[src/rtl/prog_ctr_seq.sv]
// prog_ctr_seq: instruction-fetch program counter with an IDLE/RUN/DONE sequencer,
// absolute and PC-relative branches, and an optional hardware call/return stack.
// Optional feature macro: PC_CALL_STACK_EN (return stack, StackErr and Depth live).
// Without the macro, Call/Ret are ignored and StackErr/Depth read as zero.
module prog_ctr_seq #(
    parameter int unsigned PC_W        = 10,
    parameter int unsigned STACK_DEPTH = 4,
    localparam int unsigned DW         = $clog2(STACK_DEPTH + 1)
) (
    input  logic            Clk,
    input  logic            Reset,
    input  logic            Start,
    input  logic [PC_W-1:0] StartAddr,
    input  logic            Jen,
    input  logic            Rel,
    input  logic [PC_W-1:0] Jump,
    input  logic            Call,
    input  logic            Ret,
    input  logic            Halt,
    output logic [PC_W-1:0] PC,
    output logic            Running,
    output logic            Done,
    output logic            StackErr,
    output logic [DW-1:0]   Depth
);

    typedef enum logic [1:0] {StIdle, StRun, StDone} state_e;

    state_e          state_q, state_d;
    logic [PC_W-1:0] pc_q, pc_d;
    logic            err_q, err_d;
    logic [DW-1:0]   depth_q, depth_d;
    logic [PC_W-1:0] pc_inc;
    logic            push_en;

    assign pc_inc = pc_q + PC_W'(1);

`ifdef PC_CALL_STACK_EN
    localparam int unsigned IdxW      = (STACK_DEPTH > 1) ? $clog2(STACK_DEPTH) : 1;
    localparam logic [DW-1:0] DepthFull = DW'(STACK_DEPTH);

    logic [PC_W-1:0] stack_q [STACK_DEPTH];
    logic [IdxW-1:0] push_idx, pop_idx;

    assign push_idx = depth_q[IdxW-1:0];
    assign pop_idx  = IdxW'(depth_q - DW'(1));

    // Return-address storage; contents are don't-care after reset, so no reset needed.
    always_ff @(posedge Clk) begin
        if (push_en) begin
            stack_q[push_idx] <= pc_inc;
        end
    end
`else
    logic unused_stack;
    assign unused_stack = ^{Call, Ret};
`endif

    // Sequencer next-state and PC update, one action per RUN cycle in priority order.
    always_comb begin
        state_d = state_q;
        pc_d    = pc_q;
        err_d   = err_q;
        depth_d = depth_q;
        push_en = 1'b0;
        unique case (state_q)
            StIdle, StDone: begin
                if (Start) begin
                    pc_d    = StartAddr;
                    depth_d = '0;
                    err_d   = 1'b0;
                    state_d = StRun;
                end
            end
            StRun: begin
                if (Halt) begin
                    state_d = StDone;
                end
`ifdef PC_CALL_STACK_EN
                else if (Ret) begin
                    if (depth_q != '0) begin
                        pc_d    = stack_q[pop_idx];
                        depth_d = depth_q - DW'(1);
                    end else begin
                        // Underflow: behave like a plain increment and flag it.
                        pc_d  = pc_inc;
                        err_d = 1'b1;
                    end
                end
                else if (Call) begin
                    pc_d = Jump;
                    if (depth_q != DepthFull) begin
                        push_en = 1'b1;
                        depth_d = depth_q + DW'(1);
                    end else begin
                        // Overflow: branch still taken, return address lost.
                        err_d = 1'b1;
                    end
                end
`endif
                else if (Jen) begin
                    pc_d = Rel ? (pc_q + Jump) : Jump;
                end
                else begin
                    pc_d = pc_inc;
                end
            end
            default: begin
                state_d = StIdle;
            end
        endcase
    end

    // State registers; asynchronous reset clears outputs and invalidates the stack.
    always_ff @(posedge Clk or negedge Reset) begin
        if (!Reset) begin
            state_q <= StIdle;
            pc_q    <= '0;
            err_q   <= 1'b0;
            depth_q <= '0;
        end else begin
            state_q <= state_d;
            pc_q    <= pc_d;
            err_q   <= err_d;
            depth_q <= depth_d;
        end
    end

    assign PC       = pc_q;
    assign Running  = (state_q == StRun);
    assign Done     = (state_q == StDone);
    assign StackErr = err_q;
    assign Depth    = depth_q;

endmodule

[config.mk]
export PLATFORM = sky130hd
export DESIGN_NAME = prog_ctr_seq
export DESIGN_NICKNAME = d
export VERILOG_FILES = /design/src/rtl/prog_ctr_seq.sv
export SDC_FILE = /design/constraint.sdc
export NUM_CORES = 1
export LEC_CHECK = 0
export ABC_AREA = 1
export BUFFER_PORTS_ARGS = -buffer_cell sky130_fd_sc_hd__buf_2
export CAP_MARGIN = 40
export CORE_MARGIN = 3
export CORE_UTILIZATION = 55
export CTS_CLUSTER_SIZE = 10
export DETAILED_ROUTE_END_ITERATION = 10
export PLACE_DENSITY = 0.85
export SYNTH_ARGS = -nofsm -noshare
export SYNTH_HDL_FRONTEND = slang
export SYNTH_SLANG_ARGS = --single-unit
export TNS_END_PERCENT = 5
[constraint.sdc]
create_clock -name Clk -period 4.98 [get_ports Clk]
set_input_delay 0.996 -clock Clk [delete_from_list [all_inputs] [get_ports Clk]]
set_output_delay 0.996 -clock Clk [all_outputs]
set_load 0.02 [all_outputs]
# After elaboration in Yosys (flattened, before gate mapping)
# Cells that the tools add are included.
# totals
register_bits	12
latchBits	0
mem_bits_rw	0
rom_bits	0
in_bits	28
output_inout_bits	16
word_cells	22
mem_count	0
# classes
n_addsub	2
n_mul	0
div_mod_pow	0
magnitude_cmp	0
n_eq_ne	5
shifts	0
muxes	8
bitwise_logic	0
n_reduce_logical	5
# ops
cell	n
$mux W10	4
$pmux W10 S2	1
$add A10 B1 Y10 const B	1
$add A10 B10 Y10	1
$ne A2 B2 Y1 const B	3
$mux W2	2
$pmux W2 S2	1
$reduce_and A3 Y1	1
$eq A2 B1 Y1 const B	1
$eq A2 B2 Y1 const B	1
$logic_not A2 Y1	1
$reduce_and A2 Y1	1
$reduce_bool A2 Y1	1
$reduce_or A2 Y1	1

# Logic depth before layout (Yosys ltp)
# depth
depth_word	5
mapped_depth	13
mapped_depth_nobuf	13

# Worst setup path before layout
# Ideal clock, no wire load.
# synth_path
path_kind	input to register
from	input Jump[0]
to	register pc_q[4] (netlist: PC[4])
arrival_time_ps	2248
t_required_ps	4863
slack_ps	2615
path_stages	9
n_path_buf	0
cell_sequence	ha_1 > fa_1 > nand3_1 > nand3_1 > xor2_1 > o21ai_0 > nand3_1 > nand2_1 > nand2_1
# synth_via
elab_chain_cells	5
# synth_lines
element	line_no	source
start: declaration	16	input logic [PC_W-1:0] Jump,
$add A10 B10 Y10	102	pc_d = Rel ? (pc_q + Jump) : Jump;
$mux W10	102	
$mux W10	101	else if (Jen) begin
$mux W10	76	if (Halt) begin
$pmux W10 S2	66	unique case (state_q)
end signal: assignment	123	pc_q <= pc_d;
end: declaration	30	logic [PC_W-1:0] pc_q, pc_d;
# Every way passes these cells. The select of a mux whose other input is x is not followed.
# A chain may end at the register's enable or synchronous reset.

# Worst setup path after layout
# Ends and elaborated chain as after synthesis.

==> metrics.txt <==
# resized after CTS 0; Core Area 2320 µm²; syn avg cell area 6.14 µm²; Chip Width 56.8 µm; clock skew 2.55 ps; first-pass GRT wire length 5820 µm; Syn. warnings 0; Post-synth EDFFs 0; root buf cell clkbuf_4; most frequent cell after synthesis nand2_1; routed vias/inst 5.33; clock buffer depth 2; largest fanout on the critical path 3; Mapped Area 1420 µm²; slew margin rel. 0.552; pin count of the biggest net entering global routing 20; Slew Limit Fails 0; distinct cell type count after synthesis 28; Post-Route WL 3340 µm; Synth Flop Type dfrtp_1; top cell type's share of synthesized area 0.212; Critical Path End Type register; Least-Margin Pin Slew 672 ps; crit path DAT 2540 ps; Clk pin slew, worst setup/hold paths 70 ps; crit path cell chain buf_2 > ha_1 > fa_1 > nand3_1 > nand3_1 > xor2_1 > o21ai_0 > nand3_1 > nand2_1 > nand2_1; Ant. Diodes 0; WL per Instance 11.4 µm; die height 56.8 µm; Crit-path slowest cell fa_1; DR vias 1563; clk_lat worst skew 270 ps; GR Util All Layers 0.221; Filler cells 233; post-synthesis sequential area ratio 0.212; static leakage 0.862 nW; I/O pin total 44; largest cells by area after synthesis dfrtp_1, nand2_1, nor2_1; CTS Sinks 12; kind of critical path in -> reg; port buffer count 37; Fin Hold WS 513 ps; Final Hold Vio Count 0; endpoints failing setup 0; Die Area 3220 µm²; TritonCTS clock tree built; CP startpoint kind input pin; setup_tns 0 ps; crit path launch Jump[0]; DP HPWL 2660 µm; Hold Crit Start state_q[0]; Starting Density 0.611; number of global-route vias before repair 1344; unrepaired setup endpoints after global routing no; worst hold path class reg -> reg; grt total ovfl 0; achievable frequency 421 MHz; Final nets 306; Routed Antenna Nets 0; outcome complete, no violations; Synth area leader dfrtp_1; Final Wtd Congestion 0.868; FF+latch count, synth 12; initial DRC count 40; Post-CTS Setup Inserts 0; H-tree depth 1; initial antenna violation count 0; P per Cell Area 503 nW/µm²; # hold bufs at CTS 0; Cell Rows 17; Max-Cap Viols 0; layout cells sized above 1 0.181; CTS buffer count 3; Worst EP required 5150 ps; Area growth, synth to finish 13.2%; FFs w/ async S/R, synth 1.00; CP most frequent cell nand3_1; drt pass-1 iters 4; biggest cell delay along the critical path 410 ps; synth cell count leaders nand2_1, nor2_1, nand3_1; VDD IR max 0.425 mV; Tmin final 2380 ps; worst r2r src PC[0]; hold depth 1; Reg2Reg Depth 9; final worst-path cycle share 0.477; DRC 0; Synth Instances 231
-- cell usage in the layout (no fill, tap or decap) --
cell | netlist | layout
o31ai_1 | 1 | 1
conb_1 | 1 | 4
o221ai_1 | 2 | 2
buf_2 | 2 | 37
o21ai_2 | 2 | 2
nor2_4 | 1 | 1
xor2_1 | 4 | 4
nand3b_1 | 1 | 1
fa_1 | 1 | 1
o21a_1 | 2 | 2
clkinv_1 | 1 | 1
nand2_1 | 69 | 69
nand4_1 | 2 | 2
inv_1 | 17 | 17
inv_2 | 3 | 3
nor2_1 | 36 | 36
nor3_2 | 2 | 2
o21ai_0 | 11 | 11
ha_1 | 10 | 10
a21oi_1 | 19 | 19
clkbuf_4 | 0 | 3
nand3_1 | 21 | 21
o211ai_1 | 1 | 1
nor3_1 | 1 | 1
dfrtp_1 | 12 | 12
xnor2_1 | 2 | 2
-- layer usage --
metal / part of all wire / wire, µm / vias up / GRT usage
li1: - / - / 816 / -
met1: 0.46 / 1520 / 694 / 0.309
met2: 0.46 / 1540 / 49 / 0.351
met3: 0.072 / 240 / 4 / 0.0483
met4: 0.010 / 35 / 0 / 0.0397
met5: 0 / 0 / - / 0
-- flip-flops by register name (all words and copies together), names as in the netlist --
signal,flops
state_q,2
PC,10
-- power by group --
group	switching (W)	internal, W	leakage, nW	total (W)
clock	0.0000297	0.0000280	0.0138	0.0000577
sequential	0.0000764	0.000138	0.144	0.000214
combinational	0.000334	0.000202	0.704	0.000536
-- per-stage QoR --
step                total power, W  cells  instance area, µm²   util  setup slack (ps)
floorplan                 0.000621    234                1430      -              2620
global placement          0.000741    290                1580  0.683              2330
detailed placement        0.000750    290                1580  0.683              2320
CTS                       0.000811    293                1610  0.692              2600
global route              0.000904    293                1610  0.692              2460
finish                    0.000808    293                1610  0.692              2600
-- worst paths after layout --
path / to / slack [ps]
worst max register to register: PC[4] / 2940
max in group asynchronous: state_q[0] / 4180
worst min-delay path: state_q[1] / 510
min in group asynchronous: PC[7] / 590
worst max-delay path: PC[4] / 2600
worst min register to register: state_q[1] / 510
-- kinds of logic (layout without fill, tap and decap cells) --
family / Yosys count / count (layout) / share of synthesized area
compound gates: 38 / 38 / 0.152
xor+xnor: 6 / 6 / 0.0371
fa+ha+maj: 11 / 11 / 0.102
buf+inv: 30 / 61 / 0.102
flops: 12 / 12 / 0.212
other cells: 1 / 4 / 0.00265
simple gates: 133 / 133 / 0.392
-- area by class of cell --
cell class,count,area (µm²),share of cell area
multi-input combinational,192,983,0.613
clock buffer,3,22.5,0.0140
tap,28,35.0,0.0218
inverter,21,78.8,0.0491
timing repair buffer,37,185,0.115
sequential,12,300,0.187
-- critical path, delay by kind of cell --
kind            cells  cell delay, ps
xor+xnor            1             180
compound gates      1             140
fa+ha+maj           2             640
simple gates        5             470
buf+inv             1             110
No activity file was read; power rests on OpenSTA's default activity.
